File: src/rtl/mem_rr_arbiter.sv
// mem_rr_arbiter: round-robin arbiter sharing one memory-interface client port among CLIENT_CNT requesters.
// A grant is held until the winner drops its request; RELEASE waits for mem_ready to fall before the next arbitration.
module mem_rr_arbiter #(
    parameter int M_WIDTH = 8,
    parameter int CLIENT_CNT = 2,
    localparam int IDX_W = $clog2(CLIENT_CNT)
) (
    input  logic                          clk,
    input  logic                          rst,
    input  logic [CLIENT_CNT-1:0]         client_requests,
    input  logic [CLIENT_CNT*M_WIDTH-1:0] client_addrs_packed,
    input  logic [CLIENT_CNT-1:0]         client_wes,
    input  logic [2*CLIENT_CNT-1:0]       client_data_widths_packed,
    input  logic [CLIENT_CNT*M_WIDTH-1:0] client_data_outs_packed,
    output logic [CLIENT_CNT*M_WIDTH-1:0] client_data_ins_packed,
    output logic [CLIENT_CNT-1:0]         client_readies,
    output logic                          mem_request,
    output logic [M_WIDTH-1:0]            mem_addr,
    output logic                          mem_we_out,
    output logic [1:0]                    mem_data_width,
    output logic [M_WIDTH-1:0]            mem_data_out,
    input  logic [M_WIDTH-1:0]            mem_data_in,
    input  logic                          mem_ready,
    output logic                          grant_valid,
    output logic [IDX_W-1:0]              grant_idx
);
    typedef enum logic [1:0] {IDLE = 2'b00, GRANT = 2'b01, RELEASE = 2'b10} state_t;

    state_t           r_state, w_state_nxt;
    logic [IDX_W-1:0] r_rr_ptr, r_grant_idx, w_pick, w_cand, w_rr_next;
    logic             w_found, w_gnt, w_req_g;

    // Scan from the farthest offset down so the closest requester to rr_ptr is kept.
    always_comb begin
        w_found = 1'b0;
        w_pick = '0;
        w_cand = '0;
        for (int k = CLIENT_CNT - 1; k >= 0; k--) begin
            w_cand = IDX_W'((int'(r_rr_ptr) + k) % CLIENT_CNT);
            if (client_requests[w_cand]) begin
                w_found = 1'b1;
                w_pick = w_cand;
            end
        end
    end

    assign w_rr_next = (r_grant_idx == IDX_W'(CLIENT_CNT - 1)) ? '0 : r_grant_idx + 1'b1;
    assign w_gnt = (r_state == GRANT);
    assign w_req_g = client_requests[r_grant_idx];

    always_comb begin
        w_state_nxt = IDLE;
        case (r_state)
            IDLE:    w_state_nxt = w_found ? GRANT : IDLE;
            GRANT:   w_state_nxt = w_req_g ? GRANT : RELEASE;
            RELEASE: w_state_nxt = mem_ready ? RELEASE : IDLE;
            default: w_state_nxt = IDLE;
        endcase
    end

    always_ff @(posedge clk or negedge rst) begin
        if (!rst) begin
            r_state <= IDLE;
            r_rr_ptr <= '0;
            r_grant_idx <= '0;
        end else begin
            r_state <= w_state_nxt;
            if (r_state == IDLE && w_found)
                r_grant_idx <= w_pick;
            if (w_gnt && !w_req_g)
                r_rr_ptr <= w_rr_next;
        end
    end

    assign grant_valid = w_gnt;
    assign grant_idx = r_grant_idx;
    assign mem_request = w_gnt & w_req_g;
    assign mem_addr = w_gnt ? client_addrs_packed[r_grant_idx*M_WIDTH +: M_WIDTH] : '0;
    assign mem_we_out = w_gnt & client_wes[r_grant_idx];
    assign mem_data_width = w_gnt ? client_data_widths_packed[r_grant_idx*2 +: 2] : 2'b00;
    assign mem_data_out = w_gnt ? client_data_outs_packed[r_grant_idx*M_WIDTH +: M_WIDTH] : '0;

    always_comb begin
        client_readies = '0;
        client_data_ins_packed = '0;
        if (w_gnt) begin
            client_readies[r_grant_idx] = mem_ready;
            client_data_ins_packed[r_grant_idx*M_WIDTH +: M_WIDTH] = mem_data_in;
        end
    end
endmodule
File: config.mk
export PLATFORM = sky130hd
export DESIGN_NAME = mem_rr_arbiter
export DESIGN_NICKNAME = d
export VERILOG_FILES = /design/src/rtl/mem_rr_arbiter.sv
export SDC_FILE = /design/constraint.sdc
export NUM_CORES = 1
export LEC_CHECK = 0
export CAP_MARGIN = 20
export CORE_AREA = 2 2 39 41
export CTS_CLUSTER_SIZE = 12
export DETAILED_ROUTE_END_ITERATION = 7
export DIE_AREA = 0 0 41 43
export DONT_BUFFER_PORTS = 1
export HOLD_SLACK_MARGIN = 0.03
export PLACE_DENSITY = 0.62
export SYNTH_ARGS = -nofsm -noshare
export SYNTH_HDL_FRONTEND = slang
export SYNTH_SLANG_ARGS = --single-unit
File: constraint.sdc
create_clock -name clk -period 1.3 [get_ports clk]
set_input_delay 0.065 -clock clk [delete_from_list [all_inputs] [get_ports clk]]
set_output_delay 0.065 -clock clk [all_outputs]
set_load 0.02 [all_outputs]
[Word level (Yosys, flattened, before mapping)]
Index checks and enable logic that the tools add are counted.
Word-level totals
  bits in read-only memories: 0
  register bits after elaboration: 4
  logic and storage cells: 50
  bits in writable memories: 0
  output and inout bits: 40
  memories: 0
  bits in latches: 0
Operators by class
  reductions and logical operators: 5
  equal/unequal tests: 2
  add/subtract/negate cells: 3
  mux-type cells: 24
  shift-type cells: 5
  magnitude comparators: 4
  bitwise logic cells: 4
  div/mod/pow operators: 0
  $mul: 0
Operator list (number)
  4-bit negator with 34-bit output: 1
  8-bit by 34-bit variable shift with 16-bit output, first input constant: 1
  8-bit by 34-bit indexed part select with 16-bit output: 1
  16-bit by 5-bit indexed part select with 8-bit output: 2
  16-bit bitwise AND: 1
  16-bit 2-to-1 mux: 1
  8-bit 2-to-1 mux: 2
  1-bit 2-to-1 mux: 15
  2-bit 2-to-1 mux: 4
  1-bit by 2-bit less-than comparator with 1-bit output, second input constant: 3
  2-bit case mux with 3 select lines: 1
  4-bit by 3-bit indexed part select with 2-bit output: 1
  1-bit logical AND: 3
  1-bit adder, second input constant: 2
  1-bit bitwise AND: 2
  2-bit bitwise AND: 1
  2-bit by 1-bit equality test with 1-bit output, second input constant: 1
  2-bit equality test, second input constant: 1
  2-bit logical NOT: 1
  1-bit demux with 1-bit select: 1
  1-bit greater-or-equal comparator, second input constant: 1
  1-bit logical NOT: 1

[Longest topological paths before layout]
Gate-level depths: netlist (run 1).
  depth after elaboration: 7
  gate-level depth with buffers: 4
  mapped depth without buffers: 4

[Worst setup path before layout (run 1)]
No wires, ideal clock.
  path type: register -> output
  from: register r_grant_idx, in the netlist grant_idx
  to: output client_data_ins_packed[0]
  buffers on the path: 2
  data arrival time: 1.273 ns
  cell stages (with the launch flop): 5
  slack: -0.038 ns
  data required time: 1.235 ns
  cells stage by stage: dfrtp_1 buf_6 or2_1 buf_6 nor2_1
On the way
  longest elaborated chain between the ends: 4
Ends and longest elaborated chain
  start, declared: line 30  | logic [IDX_W-1:0] r_rr_ptr, r_grant_idx, w_pick, w_cand, w_rr_next;
  start signal, assigned: line 69  | r_grant_idx <= w_pick;
  4-bit negator with 34-bit output (*): line 88  | client_data_ins_packed[r_grant_idx*M_WIDTH +: M_WIDTH] = mem_data_in;
  8-bit by 34-bit indexed part select with 16-bit output or 8-bit by 34-bit variable shift with 16-bit output (tied branches): line 88
  16-bit bitwise AND (no source line) (*)
  16-bit 2-to-1 mux (*): line 86  | if (w_gnt) begin
  end, declared: line 15  | output logic [CLIENT_CNT*M_WIDTH-1:0] client_data_ins_packed,
Every way passes the cells marked *; elsewhere a longest branch is shown, timed or not.

[Worst setup path after layout (run 1)]
  from: register r_grant_idx, in the netlist grant_idx
  to: output mem_request
On the way
  longest elaborated chain between the ends: 3
Ends and longest elaborated chain
  1-bit 2-to-1 mux (not written as such) (2 in a row): line 49  | assign w_req_g = client_requests[r_grant_idx];
  1-bit bitwise AND: line 77  | assign mem_request = w_gnt & w_req_g;
  end, declared: line 17  | output logic mem_request,
No other way between the ends. The select of a mux whose other input is x is not followed.

==> results of run 1 <==
==> synth_stat cells <==
cell type | n | share of area
nand2_1 | 13 | 0.076
or2_1 | 1 | 0.0098
nand2b_1 | 3 | 0.029
a21oi_1 | 2 | 0.016
nor2_1 | 40 | 0.23
a2bb2oi_1 | 1 | 0.014
dfrtp_1 | 4 | 0.16
buf_2 | 4 | 0.031
nor3_1 | 1 | 0.0078
buf_6 | 4 | 0.070
a31oi_1 | 1 | 0.0098
nand3b_1 | 1 | 0.012
o21ai_0 | 1 | 0.0078
mux2i_1 | 20 | 0.31
and3_1 | 1 | 0.0098
inv_1 | 1 | 0.0058
==> cell type report <==
type / count / share of cell area
clock buffers: 3 / 0.02020
repair buffers: 50 / 0.3838
multi-input cells: 85 / 0.4815
flip-flops and latches: 4 / 0.09091
inverters: 1 / 0.005612
well taps: 16 / 0.01796
==> state kept, by name (all words and copies together) (netlist names) <==
name / flops
r_rr_ptr: 1
r_state: 2
grant_idx: 1
==> worst min-delay path by stage <==
| stage | start | end |
|---|---|---|
| 2_1_floorplan | rst | grant_idx$_DFFE_PN0P_ |
| 3_3_place_gp | rst | grant_idx$_DFFE_PN0P_ |
| 3_5_place_dp | rst | grant_idx$_DFFE_PN0P_ |
| 4_1_cts | client_requests[1] | r_rr_ptr$_DFFE_PN0P_ |
| 5_1_grt | rst | grant_idx$_DFFE_PN0P_ |
| 6_report | client_requests[1] | r_rr_ptr$_DFFE_PN0P_ |
==> metal layers <==
layer | vias up | GRT usage | wire [um]
li1 | 411 | - | -
met1 | 376 | 0.3097 | 849
met2 | 48 | 0.4781 | 1266
met3 | 6 | 0.05759 | 162
met4 | 0 | 0.1267 | 44
met5 | - | 0 | 0
==> what timing repair did <==
| action | CTS | global route |
|---|---|---|
| hold buffers | 4 | 0 |
| gates cloned | 0 | 0 |
| setup endpoints to repair | 34 | 37 |
| pin swaps | 1 | 7 |
| endpoints found under the hold margin | 8 | 0 |
| setup buffers | 2 | 0 |
| resized for setup | 7 | 21 |
==> cells by family (layout without fill, tap and decap cells) <==
| kind of cell | after synthesis | in the layout | share of synthesized area |
|---|---|---|---|
| AOI/OAI and AO/OA | 5 | 5 | 0.04679 |
| and+or+nand+nor | 60 | 60 | 0.3782 |
| muxes | 20 | 20 | 0.3119 |
| DFF | 4 | 4 | 0.1560 |
| buffers and inverters | 9 | 54 | 0.1072 |
==> power groups by stage <==
stage          registers [mW]  logic (mW)  clock network, mW
6_report                0.263        2.80              0.164
5_1_grt                 0.268        2.97              0.169
4_1_cts                 0.260        2.59              0.164
3_5_place_dp            0.249        2.45                  0
2_1_floorplan           0.248        1.67                  0
3_3_place_gp            0.244        2.41                  0
==> impl_metrics.json, run 1 <==
{
  "drv_cap": 0,
  "ant_nets": 0,
  "clk_pin_slew_ps": 40,
  "ys_seq_area_frac": 0.1559,
  "slew_headroom": 0.7959,
  "numCtsBuffers": 3,
  "status": "finished, violations left",
  "crit_path_max_fanout": 20,
  "dpl-instance-area_um2": 939.7,
  "setup_violations": 36,
  "fin_crit_sh": 1.050,
  "final_util": 0.8056,
  "startpoint_type": "flop",
  "post_drt_via_cell_ratio": 5.289,
  "start_util": 0.4638,
  "antenna_found_initial": 0,
  "die_y_um": 43,
  "seqCellArea_um2": 101.3,
  "peakVddDrop_mv": 1.812,
  "dp_hpwl_mm": 1.750,
  "layout_setup_ws_ps": -65.55,
  "reg2reg_depth": 5,
  "rsz0062_at_grt": "true",
  "postSynthAreaPerCell_um2": 6.550,
  "p_leak_nw": 0.5848,
  "cts_tree": "yes",
  "std_cell_rows": 14,
  "dieArea_um2": 1763,
  "syn-cell-area_um2": 641.9,
  "yosysUniqueCellTypes": 16,
  "syn_nets": 149,
  "ctsLongestPathBuffers": 2,
  "synthCells": 98,
  "drt_wl_total_mm": 2.322,
  "crit_slowest_cell": "dfrtp_2",
  "worst_ep_arrival_time_ps": 1300,
  "hold_class": "input port to flop",
  "grt_first_pass_wirelength_mm": 3.415,
  "p_sw_mw": 1.711,
  "worst_slew_pin_slew_ps": 306.1,
  "power_frac_comb": 0.868,
  "routabilityCongestion": 0.6986,
  "route.vias.total": 841,
  "final_common_cell": "buf_4",
  "p_int_mw": 1.511,
  "cts.sinks": 4,
  "dp_cells": 150,
  "violations": "negative setup slack",
  "clock_latency_ps": 240,
  "path_delay_family": "flip-flops",
  "sw_frac_of_total": 0.5310,
  "r2r_end": "r_state[1]$_DFF_PN0_",
  "wl_per_cell_um": 14.60,
  "dr.pass1.iters": 4,
  "syn2layout_area_growth_pct": 73.68,
  "path_cells": "buf_12, mux2i_2, nor2_1, buf_4",
  "fin_cells": 159,
  "final_cell_area_um2": 1115,
  "critical_path_class": "flop to output port",
  "power_frac_clock": 0.051,
  "grt_overflow": 0,
  "drt_iter0_markers": 17,
  "r2r_slack_ps": 160,
  "max_stage_delay_ps": 410,
  "hold_viol": 0,
  "fin_hold_ws_ps": 78.07,
  "place_ws_ps": 140.0,
  "reg2reg_from": "grant_idx$_DFFE_PN0P_",
  "core_area_um2": 1384,
  "setup_tns_ps": -1019,
  "clock_skew_ps": 0.2623,
  "max_freq_mhz": 732.3,
  "die_w_um": 41,
  "setup.worst_path.start": "grant_idx$_DFFE_PN0P_",
  "required_ps": 1240,
  "final_nets": 196,
  "final.min_clock_period_ps": 1366,
  "cts_root_buffer": "clkbuf_4",
  "pwr_density_cell_nw_per_um2": 2890,
  "multi_input_area_um2": 536.8,
  "n_antenna_cell": 0,
  "ys_ff_latch": 4,
  "cp-endpoint": "mem_request",
  "hold_path_depth": 2,
  "slew_violations": 0,
  "path_depth": 4,
  "drc": 0,
  "yosysWarningCount": 0,
  "grt_max_degree": 21,
  "htreeDepth": 1,
  "ios": 91,
  "grt_use_total": 0.2804,
  "portBuffers": 0,
  "path_buf_inv": 2,
  "grt_pass1_vias": 827,
  "worst_setup_path_end_kind": "output port",
  "drive_gt1_frac": 0.4336,
  "finalPower_mw": 3.222,
  "final_cell_mix": "buf_4, nor2_1, mux2i_1",
  "nFillCells": 85,
  "seqPwrFrac": 0.081
}
(Power assumes the default switching activity.)
==> run 2, diff against run 1 <==
- CELL_PAD_IN_SITES_DETAIL_PLACEMENT: not set -> 1
- CELL_PAD_IN_SITES_GLOBAL_PLACEMENT: not set -> 2
- CORE_AREA: 2 2 39 41 -> not set
- CORE_ASPECT_RATIO: not set -> 0.6
- CORE_MARGIN: not set -> 2
- CORE_UTILIZATION: not set -> 26
- DIE_AREA: 0 0 41 43 -> not set
- PLACE_DENSITY: 0.62 -> 0.79
- RECOVER_POWER: not set -> 50
- clock period: 1.3 -> 1.72 ns (I/O delays scaled with it)
==> run 2 against run 1 <==
The run now ends clean. Register-to-register slack better by 300 ps. Flip-flop and latch count unchanged. First-iteration DRC count rose by 24%. Clock skew grew 0.85 ps. Cell count grew 5.0%. Core utilization shrank 38 points. Non-clock buffer count decreased by 6. Via count is 1.4% lower. Clock power up 18%. Routed wire length increased by 5.3%. Combinational power decreased by 36%. Sequential share of layout area rose by 1.3 points. Largest power group unchanged.
==> impl_metrics.json, run 2 (synthesis results as in run 1) <==
{
  "hold_viol": 0,
  "start_util": 0.2860,
  "std_cell_rows": 13,
  "p_sw_mw": 1.185,
  "final.min_clock_period_ps": 1560,
  "n_antenna_cell": 0,
  "worst_setup_path_end_kind": "output port",
  "startpoint_type": "flop",
  "drv_cap": 0,
  "sw_frac_of_total": 0.5488,
  "syn2layout_area_growth_pct": 49.90,
  "grt_overflow": 0,
  "drc": 0,
  "drt_wl_total_mm": 2.444,
  "htreeDepth": 1,
  "power_frac_comb": 0.824,
  "wl_per_cell_um": 14.63,
  "final_nets": 190,
  "die_y_um": 42.49,
  "p_leak_nw": 0.5119,
  "portBuffers": 0,
  "multi_input_area_um2": 473.0,
  "largest_reg_flops": 2,
  "top_register": "r_state",
  "hold_class": "input port to flop",
  "nFillCells": 302,
  "ant_nets": 0,
  "fin_crit_sh": 0.9071,
  "drt_iter0_markers": 21,
  "dieArea_um2": 2895,
  "setup.worst_path.start": "r_state[0]$_DFF_PN0_",
  "grt_max_degree": 21,
  "setup_tns_ps": 0,
  "holdCritStartpoint": "mem_ready",
  "seqCellArea_um2": 100.1,
  "grt_use_total": 0.1544,
  "p_int_mw": 0.9741,
  "max_freq_mhz": 640.9,
  "numCtsBuffers": 3,
  "dp_hpwl_mm": 2.042,
  "dr.pass1.iters": 4,
  "slew_violations": 0,
  "setup_violations": 0,
  "clock_skew_ps": 1.117,
  "critical_path_class": "flop to output port",
  "seqPwrFrac": 0.086,
  "required_ps": 1630,
  "clock_latency_ps": 210,
  "drive_gt1_frac": 0.2482,
  "grt_first_pass_wirelength_mm": 3.415,
  "die_w_um": 68.15,
  "cts_root_buffer": "clkbuf_8",
  "routabilityCongestion": 0.7926,
  "core_area_um2": 2245,
  "clk_pin_slew_ps": 30,
  "power_frac_clock": 0.090,
  "fin_hold_ws_ps": 39.74,
  "route.vias.total": 829,
  "antenna_found_initial": 0,
  "rsz0062_at_grt": "false",
  "worst_slew_pin_slew_ps": 496.1,
  "post_drt_via_cell_ratio": 4.964,
  "worst_ep_arrival_time_ps": 1470,
  "final_common_cell": "nor2_1",
  "slew_headroom": 0.6693,
  "crit_path_max_fanout": 12,
  "ios": 91,
  "peakVddDrop_mv": 0.8250,
  "final_cell_mix": "nor2_1, buf_4, mux2i_1",
  "cts.sinks": 4,
  "grt_pass1_vias": 783,
  "reg2reg_from": "r_state[0]$_DFF_PN0_",
  "ctsLongestPathBuffers": 2,
  "cts_tree": "yes",
  "pwr_density_cell_nw_per_um2": 2244,
  "status": "finished, final reports clean"
}
run 2: timing repair:
item / in CTS / in global routing
hold buffers: 2 / 0
resized for setup: 0 / 0
buffers inserted: 0 / 0
endpoints found under the hold margin: 5 / 0
run 2: critical path, stage by stage (launching register included):
cell and delay [ps]:
dfrtp_1 350, clkbuf_1 410, nand2_1 130, nor2_1 130, clkbuf_1 250
run 2: stage by stage:
step	setup WS (ps)	utilization	area [um2]	instances	power, mW
CTS	238.8	0.4470	1003	167	2.261
detailed placement	464.7	0.4197	942.2	162	2.055
floorplan	360.8	-	641.9	98	1.448
finish	159.8	0.4287	962.2	167	2.159
global placement	531.3	0.4197	942.2	162	1.983
global route	89.11	0.4287	962.2	167	2.307
run 2: worst paths after layout:
check,to,slack [ps],cells after the start
worst min-delay path,r_state[1]$_DFF_PN0_,40,2
max in group asynchronous,grant_idx$_DFFE_PN0P_,1410,1
worst min register to register,r_state[0]$_DFF_PN0_,540,1
min in group asynchronous,r_state[0]$_DFF_PN0_,140,1
worst max register to register,grant_idx$_DFFE_PN0P_,460,4
worst max-delay path,client_data_ins_packed[6],160,4
run 2: power groups by stage:
| stage | logic (mW) | registers (mW) | clock network, mW |
|---|---|---|---|
| final | 1.78 | 0.187 | 0.194 |
| after global routing | 1.91 | 0.192 | 0.205 |
| after CTS | 1.88 | 0.183 | 0.198 |
| after detailed placement | 1.87 | 0.184 | 0 |
| after global placement | 1.80 | 0.180 | 0 |
| after floorplan | 1.26 | 0.187 | 0 |
run 2: layout make-up:
class,instances,share of cell area
Tap cell,30,0.03901
Clock buffer,3,0.04291
Timing Repair Buffer,44,0.3186
Sequential cell,4,0.1040
Inverter,1,0.003901
Multi-Input combinational cell,85,0.4915
run 2: per-layer routing:
metal / share of wire / track usage / up-vias
li1: - / - / 397
met1: 0.36 / 0.1543 / 388
met2: 0.55 / 0.3049 / 42
met3: 0.079 / 0.03495 / 2
met4: 0.0061 / 0.05200 / 0
met5: 0 / 0 / -
==> run 3, diff against run 2 <==
- ABC_AREA: not set -> 1
- CORE_UTILIZATION: 26 -> 25
- RECOVER_POWER: 50 -> not set
==> run 3 against run 2 <==
Core utilization down 7.8 points. Synthesized area is 5.1% higher. Global-route usage is 1.4 points lower. Maximum frequency rose by 1.1%. Clock-buffer cell count unchanged. Critical endpoint unchanged. Largest cell class unchanged.
==> impl_metrics.json, run 3 <==
{
  "async_flop_share": 1.000,
  "power_frac_comb": 0.789,
  "critical_path_class": "flop to output port",
  "synth_top_area_frac": 0.2727,
  "drv_cap": 0,
  "final_cell_mix": "nand2_1, buf_4, a21oi_2",
  "drc": 0,
  "portBuffers": 0,
  "ctsLongestPathBuffers": 2,
  "worst_slew_pin_slew_ps": 545.8,
  "peakVddDrop_mv": 0.8861,
  "syn-cell-area_um2": 674.4,
  "final_common_cell": "nand2_1",
  "ant_nets": 0,
  "ys_top_cells_by_count": "nand2_1, a21oi_2, nor2_1",
  "post_cts.repair.setup_buffers": 0,
  "grt_max_degree": 24,
  "seqCellArea_um2": 100.1,
  "nFillCells": 343,
  "synth_fa_ha_area_frac": 0,
  "synthCells": 118,
  "reg2reg_depth": 5,
  "p_int_mw": 0.6611,
  "top_register": "r_state",
  "drt_wl_total_mm": 2.327,
  "grt_use_total": 0.1400,
  "startpoint_type": "flop",
  "hold_viol": 0,
  "cts_resized": 0,
  "antenna_found_initial": 0,
  "syn2layout_area_growth_pct": 32.10,
  "die_w_um": 71.05,
  "required_ps": 1630,
  "worst_setup_path_end_kind": "output port",
  "htreeDepth": 1,
  "post_drt_via_cell_ratio": 4.847,
  "ctsHoldBuffers": 2,
  "largest_reg_flops": 2,
  "synthSimpleGateAreaFrac": 0.4453,
  "synth-edff-count": 0,
  "cts_root_buffer": "clkbuf_8",
  "dieArea_um2": 3143,
  "wl_per_cell_um": 13.69,
  "synth_compound_area_frac": 0.2653,
  "n_antenna_cell": 0,
  "synth_area_leader_cell": "nand2_1",
  "std_cell_rows": 14,
  "numCtsBuffers": 3,
  "clock_skew_ps": 5.713,
  "yosysWarningCount": 0,
  "p_sw_mw": 1.112,
  "drt_iter0_markers": 11,
  "dp_hpwl_mm": 1.957,
  "dr.pass1.iters": 3,
  "route.vias.total": 824,
  "synth_most_common_cell": "nand2_1",
  "postSynthAreaPerCell_um2": 5.715,
  "seqPwrFrac": 0.098,
  "yosysUniqueCellTypes": 14,
  "clk_pin_slew_ps": 30,
  "grt_pass1_vias": 779,
  "ios": 91,
  "multi_input_area_um2": 479.2,
  "setup_tns_ps": 0,
  "ys_ff_latch": 4,
  "drive_gt1_frac": 0.3478,
  "core_area_um2": 2540,
  "slew_headroom": 0.6356,
  "setup_violations": 0,
  "yosys-top-cells-area": "nand2_1, a21oi_2, dfrtp_1",
  "max_freq_mhz": 647.9,
  "ys_seq_area_frac": 0.1484,
  "slew_violations": 0,
  "rsz0062_at_grt": "false",
  "synthMuxAreaShare": 0,
  "syn_nets": 169,
  "cts_tree": "yes",
  "die_y_um": 44.23,
  "synth_top_family_by_area": "simple AND/OR/NAND/NOR gates",
  "clock_latency_ps": 220,
  "fin_crit_sh": 0.8973,
  "power_frac_clock": 0.113,
  "final.min_clock_period_ps": 1543,
  "final_nets": 191,
  "start_util": 0.2655,
  "ys.flop_type": "dfrtp_1",
  "crit_path_max_fanout": 23,
  "routabilityCongestion": 0.6838,
  "worst_ep_arrival_time_ps": 1460,
  "yosys.area_share.xor_xnor": 0,
  "grt_overflow": 0,
  "p_leak_nw": 0.4637,
  "finalPower_mw": 1.773,
  "hold_path_depth": 2,
  "hold_class": "input port to flop",
  "pwr_density_cell_nw_per_um2": 1990,
  "grt_first_pass_wirelength_mm": 3.381,
  "cts.sinks": 4,
  "sw_frac_of_total": 0.6271,
  "status": "finished, final reports clean"
}
run 3: kinds of logic after synthesis:
group           Yosys count
simple gates             73
compound gates           21
buf+inv                  20
flops                     4
run 3: path summary, 6_finish.rpt:
| path | from | end | slack (ps) |
|---|---|---|---|
| worst max-delay path | grant_idx$_DFFE_PN0P_ | client_data_ins_packed[6] | 180 |
| worst min-delay path | client_requests[1] | grant_idx$_DFFE_PN0P_ | 50 |
| worst max register to register | grant_idx$_DFFE_PN0P_ | r_rr_ptr$_DFFE_PN0P_ | 560 |
| worst min register to register | r_rr_ptr$_DFFE_PN0P_ | r_rr_ptr$_DFFE_PN0P_ | 480 |
| max in group asynchronous | rst | grant_idx$_DFFE_PN0P_ | 1380 |
| min in group asynchronous | rst | r_rr_ptr$_DFFE_PN0P_ | 150 |
run 3: critical path, cell delays in order, from the launching register on:
cell and delay, ps:
dfrtp_1 400, inv_2 320, nand2_2 200, nor2_1 160, buf_4 160
run 3: stage by stage:
stage / utilization / worst slack (ps) / hold WS [ps] / cell area, um2 / cells
2_1_floorplan: - / 466.7 / -209.6 / 674.4 / 118
3_3_place_gp: 0.3266 / 466.2 / -209.5 / 829.5 / 165
3_5_place_dp: 0.3266 / 385.7 / -209.5 / 829.5 / 165
4_1_cts: 0.3507 / 145.8 / 44.70 / 890.9 / 170
5_1_grt: 0.3507 / 47.79 / 58.13 / 890.9 / 170
6_report: 0.3507 / 176.6 / 53.45 / 890.9 / 170
run 3: power by group through the flow:
stage	logic [mW]	clock network [mW]	registers [mW]
2_1_floorplan	1.12	0	0.187
3_3_place_gp	1.38	0	0.173
3_5_place_dp	1.42	0	0.178
4_1_cts	1.43	0.207	0.176
5_1_grt	1.52	0.215	0.183
6_report	1.40	0.199	0.175
run 3: cell type report:
type	instances	share of cell area
clock buffers	3	0.04635
well taps	32	0.04494
repair buffers	23	0.1994
flip-flops and latches	4	0.1124
inverters	14	0.05899
multi-input cells	94	0.5379
run 3: routing by layer:
| layer | GRT usage | up-vias | part of all wire |
|---|---|---|---|
| met4 | 0.04528 | 0 | 0.0052 |
| met5 | 0 | - | 0 |
| met3 | 0.05239 | 2 | 0.089 |
| li1 | - | 402 | - |
| met2 | 0.2673 | 42 | 0.50 |
| met1 | 0.1458 | 378 | 0.41 |
